<file path="config.mk">
export PLATFORM = sky130hd
export DESIGN_NAME = ex_mem_stage
export DESIGN_NICKNAME = d
export VERILOG_FILES = /design/src/rtl/ex_mem_stage.sv
export SDC_FILE = /design/constraint.sdc
export NUM_CORES = 1
export LEC_CHECK = 0
export CAP_MARGIN = 40
export CORE_UTILIZATION = 44
export DETAILED_ROUTE_END_ITERATION = 6
export GPL_TIMING_DRIVEN = 0
export PLACE_DENSITY_LB_ADDON = 0.2
export SLEW_MARGIN = 20
export SYNTH_ARGS = -nofsm -noshare
export SYNTH_HDL_FRONTEND = slang
export SYNTH_SLANG_ARGS = --single-unit
</file>
<file path="constraint.sdc">
create_clock -name clk -period 10.3 [get_ports clk]
set_input_delay 3.09 -clock clk [delete_from_list [all_inputs] [get_ports clk]]
set_output_delay 3.09 -clock clk [all_outputs]
set_load 0.01 [all_outputs]
</file>
<file path="src/rtl/ex_mem_stage.sv">
// EX/MEM pipeline register with branch resolution and an instruction counter.
// Optional forwarding-match outputs are added when FORWARD_EN is defined.
module ex_mem_stage (
  input  logic        clk,
  input  logic        reset,
  input  logic        Stall,
  input  logic        Flush,
  input  logic        ValidIn,
  input  logic [31:0] ALUResultIn,
  input  logic        ZeroIn,
  input  logic [31:0] WriteDataIn,
  input  logic [4:0]  WriteRegIn,
  input  logic        RegWriteIn,
  input  logic        MemReadIn,
  input  logic        MemWriteIn,
  input  logic        MemtoRegIn,
  input  logic        BranchEQIn,
  input  logic        BranchNEIn,
  input  logic [31:0] BranchTargetIn,
  output logic        ValidOut,
  output logic [31:0] ALUResultOut,
  output logic [31:0] WriteDataOut,
  output logic [4:0]  WriteRegOut,
  output logic        RegWriteOut,
  output logic        MemReadOut,
  output logic        MemWriteOut,
  output logic        MemtoRegOut,
  output logic        PCSrc,
  output logic [31:0] BranchTargetOut,
  output logic [31:0] InstrCount
`ifdef FORWARD_EN
  ,
  input  logic [4:0]  RsEX,
  input  logic [4:0]  RtEX,
  output logic        ForwardAMatch,
  output logic        ForwardBMatch,
  output logic [31:0] ForwardValue
`endif
);

  logic taken;
  logic reg_wr;
  logic mem_wr;
  logic branch_q;
  logic TakenUsed;

  always_comb begin
    taken  = ValidIn & ((BranchEQIn & ZeroIn) |
                        (BranchNEIn & ~ZeroIn));
    reg_wr = RegWriteIn & (WriteRegIn != 5'd0);
    mem_wr = MemWriteIn & ~MemReadIn;
  end

  always_ff @(posedge clk) begin
    if (reset || Flush) begin
      ValidOut        <= 1'b0;
      ALUResultOut    <= 32'd0;
      WriteDataOut    <= 32'd0;
      WriteRegOut     <= 5'd0;
      RegWriteOut     <= 1'b0;
      MemReadOut      <= 1'b0;
      MemWriteOut     <= 1'b0;
      MemtoRegOut     <= 1'b0;
      PCSrc           <= 1'b0;
      BranchTargetOut <= 32'd0;
      branch_q        <= 1'b0;
      TakenUsed       <= 1'b0;
      if (reset)
        InstrCount <= 32'd0;
    end else if (Stall) begin
      // A held taken branch has already redirected fetch once.
      PCSrc     <= branch_q & ~TakenUsed;
      TakenUsed <= TakenUsed | branch_q;
    end else if (ValidIn) begin
      ValidOut        <= 1'b1;
      ALUResultOut    <= ALUResultIn;
      WriteDataOut    <= WriteDataIn;
      WriteRegOut     <= WriteRegIn;
      RegWriteOut     <= reg_wr;
      MemReadOut      <= MemReadIn;
      MemWriteOut     <= mem_wr;
      MemtoRegOut     <= MemtoRegIn;
      PCSrc           <= taken;
      BranchTargetOut <= BranchTargetIn;
      branch_q        <= taken;
      TakenUsed       <= taken;
      InstrCount      <= InstrCount + 32'd1;
    end else begin
      ValidOut        <= 1'b0;
      ALUResultOut    <= 32'd0;
      WriteDataOut    <= 32'd0;
      WriteRegOut     <= 5'd0;
      RegWriteOut     <= 1'b0;
      MemReadOut      <= 1'b0;
      MemWriteOut     <= 1'b0;
      MemtoRegOut     <= 1'b0;
      PCSrc           <= 1'b0;
      BranchTargetOut <= 32'd0;
      branch_q        <= 1'b0;
      TakenUsed       <= 1'b0;
    end
  end

`ifdef FORWARD_EN
  logic fwd_ok;

  always_comb begin
    fwd_ok = ValidOut & RegWriteOut & ~MemtoRegOut &
             (WriteRegOut != 5'd0);
    ForwardAMatch = fwd_ok & (WriteRegOut == RsEX);
    ForwardBMatch = fwd_ok & (WriteRegOut == RtEX);
    ForwardValue  = ALUResultOut;
  end
`endif

endmodule

</file>
# Word level (Yosys, flattened, before mapping)
# Cells that the tools add are included.
# classes
addsub	1
n_eq_ne	2
mux	16
bitwise_logic	11
n_reduce_logical	4
# op_table
operator	n
$mux 32	7
$add 32x1->32 const B	1
$mux 1	8
$and 1x1->1	6
$mux 5	1
$reduce_bool 5->1	1
$not 1->1	3
$reduce_and 3->1	1
$ne 2x1->1 const B	1
$ne 2x2->1 const B	1
$or 1x1->1	2
$reduce_bool 2->1	1
$logic_or 1x1->1	1
# totals
ff_bits	141
output_inout_bits	139
elab_cells	47

# Longest topological paths before layout
# depth
ltp_word	6
ltp_mapped	6

# Worst setup path after synthesis
# No wires, ideal clock.
# synth_timing
path_type	input -> register
from	input Stall
to	register InstrCount[0] (enable)
setup_ps	428
t_arrival_ps	5164
required_time_ps	9872
slack_ps	4708
cell_stages	4
path_cell_list	clkbuf_1 clkbuf_1 nand2b_1 o21bai_1
# synth_via
elab_chain_len	2
# synth_rtl
item	line	source
start, declared	6	input logic Stall,
$ne 2x1->1 (no line)	n/a	
$reduce_and 3->1 (no line)	n/a	
end signal, assigned	87	InstrCount <= InstrCount + 32'd1;
end, declared	30	output logic [31:0] InstrCount
# Every way passes these cells.
# A chain may end at the register's enable or synchronous reset.

# Final worst setup path
# layout_timing
from	input Flush
to	register InstrCount[0], data pin
# layout_via
elab_chain_len	2
# layout_rtl
item	line	source
start, declared	7	input logic Flush,
$logic_or 1x1->1	55	if (reset || Flush) begin
$mux 32	55	
# Every way passes these cells.

==> results.sh <==
export IMPL_finalSetupViolCount=0
export IMPL_path_cells="clkdlybuf4s50_1 > or2_2 > clkbuf_1 > clkbuf_1 > buf_1 > nor2_1"
export IMPL_synth_seq_area_share=0.5784
export IMPL_final_common_cell="clkdlybuf4s50_1"
export IMPL_drcViolationCount=0
export IMPL_die_y_um=113.1
export IMPL_ios=252
export IMPL_crit_top_cell="clkbuf_1"
export IMPL_wl_met3_mm=1.560
export IMPL_yosys_warnings=0
export IMPL_vias_per_cell=5.667
export IMPL_syn_avg_cell_area_um2=9.934
export IMPL_coreArea_um2=12010
export IMPL_grt_ovfl_total=0
export IMPL_fin_nets=932
export IMPL_synth_top_area_share=0.4016
export IMPL_arrival_ps=5290
export IMPL_status="complete, no violations"
export IMPL_antenna_found_initial=0
export IMPL_dieArea_um2=12800
export IMPL_grt_pass1_wl_mm=27.38
export IMPL_clock_latency_ps=420
export IMPL_post_cts_buffers=0
export IMPL_cts_tree="built"
export IMPL_async_flop_share=0
export IMPL_route_met2_wl_mm=9.050
export IMPL_wl_per_cell_um=18.14
export IMPL_numPortBuffers=251
export IMPL_rsz0062_at_grt="no"
export IMPL_cts_resized=0
export IMPL_ys_types=37
export IMPL_fill_cells=886
export IMPL_peakVddDrop_v=0.0001169
export IMPL_power_total_w=0.001297
export IMPL_seqCellArea_um2=3143
export IMPL_wl_met1_mm=6.541
export IMPL_ant_nets=0
export IMPL_ys_flop_type="dfxtp_1"
export IMPL_fin_area_um2=8690
export IMPL_clk_pin_slew_worst_paths_ps=60
export IMPL_htreeDepth=4
export IMPL_startpoint_type="input pin"
export IMPL_finalCritPeriodShare=0.4992
export IMPL_path_max_fanout=10
export IMPL_clockRootBuffer="clkbuf_16"
export IMPL_worst_pin_slew_ps=625.2
export IMPL_gp_congestion=0.9053
export IMPL_final_cell_mix="clkdlybuf4s50_1 (251), nor2_1 (120), dfxtp_1 (109), a22oi_1 (103), clkbuf_1 (44)"
export IMPL_via_count=5537
export IMPL_grt_usage=0.2794
export IMPL_start_util=0.4524
export IMPL_drv_cap=0
export IMPL_slowest_stage="clkdlybuf4s50_1"
export IMPL_die_w_um=113.1
export IMPL_grt_max_degree=27
export IMPL_cp_required_ps=10450
export IMPL_p_leak_nw=2.958
export IMPL_hold_viol=0
export IMPL_highest_layer="met4"
export IMPL_synth_top_cells_by_area="dfxtp_1 (40%), edfxtp_1 (18%), a22oi_1 (14%), nor2_1 (8.3%), clkbuf_1 (2.7%)"
export IMPL_synth_edff_count=32
export IMPL_place_area_um2=8169
export IMPL_clock_fmax_mhz=194.5
export IMPL_finClkSkew_ps=6.591
export IMPL_synth_nets=661
export IMPL_wl_mm=17.73
export IMPL_grt_pass1_vias=5374
export IMPL_slowest_delay_ps=610
export IMPL_drive_above_1_share=0.04096
export IMPL_power_density_nw_per_um2=149.2
export IMPL_min_path_type="flip-flop to flip-flop"
export IMPL_dp_hpwl_mm=13.21
export IMPL_path_class="input pin to flip-flop"
export IMPL_drt_pre_antenna_iters=5
export IMPL_netlist_area_um2=5434
export IMPL_synth_seq_cells=141
export IMPL_rows=40
export IMPL_report_final_slew_viol_count=0
export IMPL_maxSlewHeadroom=0.5832
export IMPL_clockBufferDepth=2
export IMPL_end_kind="flip-flop"
export IMPL_postCtsHoldBufs=0
export IMPL_fin_crit_ps=5142
export IMPL_first_iter_violations=325
export IMPL_diodes=0
export IMPL_setup_tns_final_ps=0
export IMPL_clock_sinks=141
export IMPL_numCtsBuffers=17
export IMPL_syn_inst=547
export IMPL_multi_input_area_um2=2128
export IMPL_area_delta_synth_final_pct=59.91
export IMPL_yosysTopAreaCell="dfxtp_1"
-- per-layer routing --
layer / vias to the layer above / track usage
met5: - / 0
met4: 0 / 0.1289
met3: 48 / 0.09213
met2: 296 / 0.4883
met1: 2618 / 0.3075
li1: 2575 / -
-- cell families (layout without fill, tap and decap cells) --
group | after synthesis | in the layout | share of synthesized area
buffers and inverters | 46 | 329 | 0.03200
AND/OR/NAND/NOR | 199 | 199 | 0.1715
XOR/XNOR | 12 | 12 | 0.01934
adder cells (fa/ha/maj) | 1 | 1 | 0.002302
AO/OA/AOI/OAI | 147 | 147 | 0.1943
multiplexers | 1 | 1 | 0.002072
flip-flops | 141 | 141 | 0.5784
-- sequential cells by signal, indices dropped and copies added, names as in the netlist --
name             cells
ALUResultOut        32
BranchTargetOut     32
InstrCount          32
MemReadOut           1
MemWriteOut          1
MemtoRegOut          1
PCSrc                1
RegWriteOut          1
TakenUsed            1
ValidOut             1
WriteDataOut        32
WriteRegOut          5
branch_q             1
-- per-stage QoR --
stage | hold slack [ps] | setup slack, ps | util | std cells
2_1_floorplan | 455.8 | 4708 | - | 547
3_3_place_gp | 450.7 | 3385 | 0.6769 | 945
3_5_place_dp | 455.7 | 4716 | 0.6801 | 946
4_1_cts | 465.2 | 5126 | 0.7234 | 977
5_1_grt | 496.4 | 4997 | 0.7234 | 977
6_report | 465.5 | 5158 | 0.7234 | 977
-- cell type report --
class | instances | area share
buffer | 43 | 0.01872
timing repair buffer | 252 | 0.2923
clock inverter | 7 | 0.004320
clock buffer | 24 | 0.05558
multi-input combinational | 360 | 0.2449
sequential | 141 | 0.3617
tap | 147 | 0.02117
inverter | 3 | 0.001296
-- cell usage after synthesis, types with 5 or more instances --
library cell / count
a21oi_1: 18
a22oi_1: 103
and4_1: 5
clkbuf_1: 39
dfxtp_1: 109
edfxtp_1: 32
nand2_1: 17
nand3_1: 11
nand4_1: 10
nor2_1: 120
o21ai_0: 6
o31ai_1: 7
or3_1: 11
or4_1: 12
xnor2_1: 7
xor2_1: 5
-- critical path: cells and delay by family --
kind	cells	cell delay, ps
buffers and inverters	4	1960
AND/OR/NAND/NOR	2	240
-- final timing paths --
check | from | to | slack [ps] | depth (start not counted)
setup / recovery | Flush | InstrCount[0]$_SDFFCE_PP0P_ | 5160 | 6
hold / removal | RegWriteOut$_SDFFE_PP0N_ | RegWriteOut$_SDFFE_PP0N_ | 470 | 2
setup reg to reg | InstrCount[4]$_SDFFCE_PP0P_ | InstrCount[28]$_SDFFCE_PP0P_ | 7950 | 5
hold reg to reg | RegWriteOut$_SDFFE_PP0N_ | RegWriteOut$_SDFFE_PP0N_ | 470 | 2
-- power breakdown --
group | internal (W) | switching, W | leakage (nW)
combinational | 0.0000850 | 0.0000652 | 1.48
sequential | 0.000584 | 0.0000185 | 1.22
clock | 0.000325 | 0.000219 | 0.263
total | 0.000994 | 0.000303 | 2.96
(Power assumes the default switching activity.)
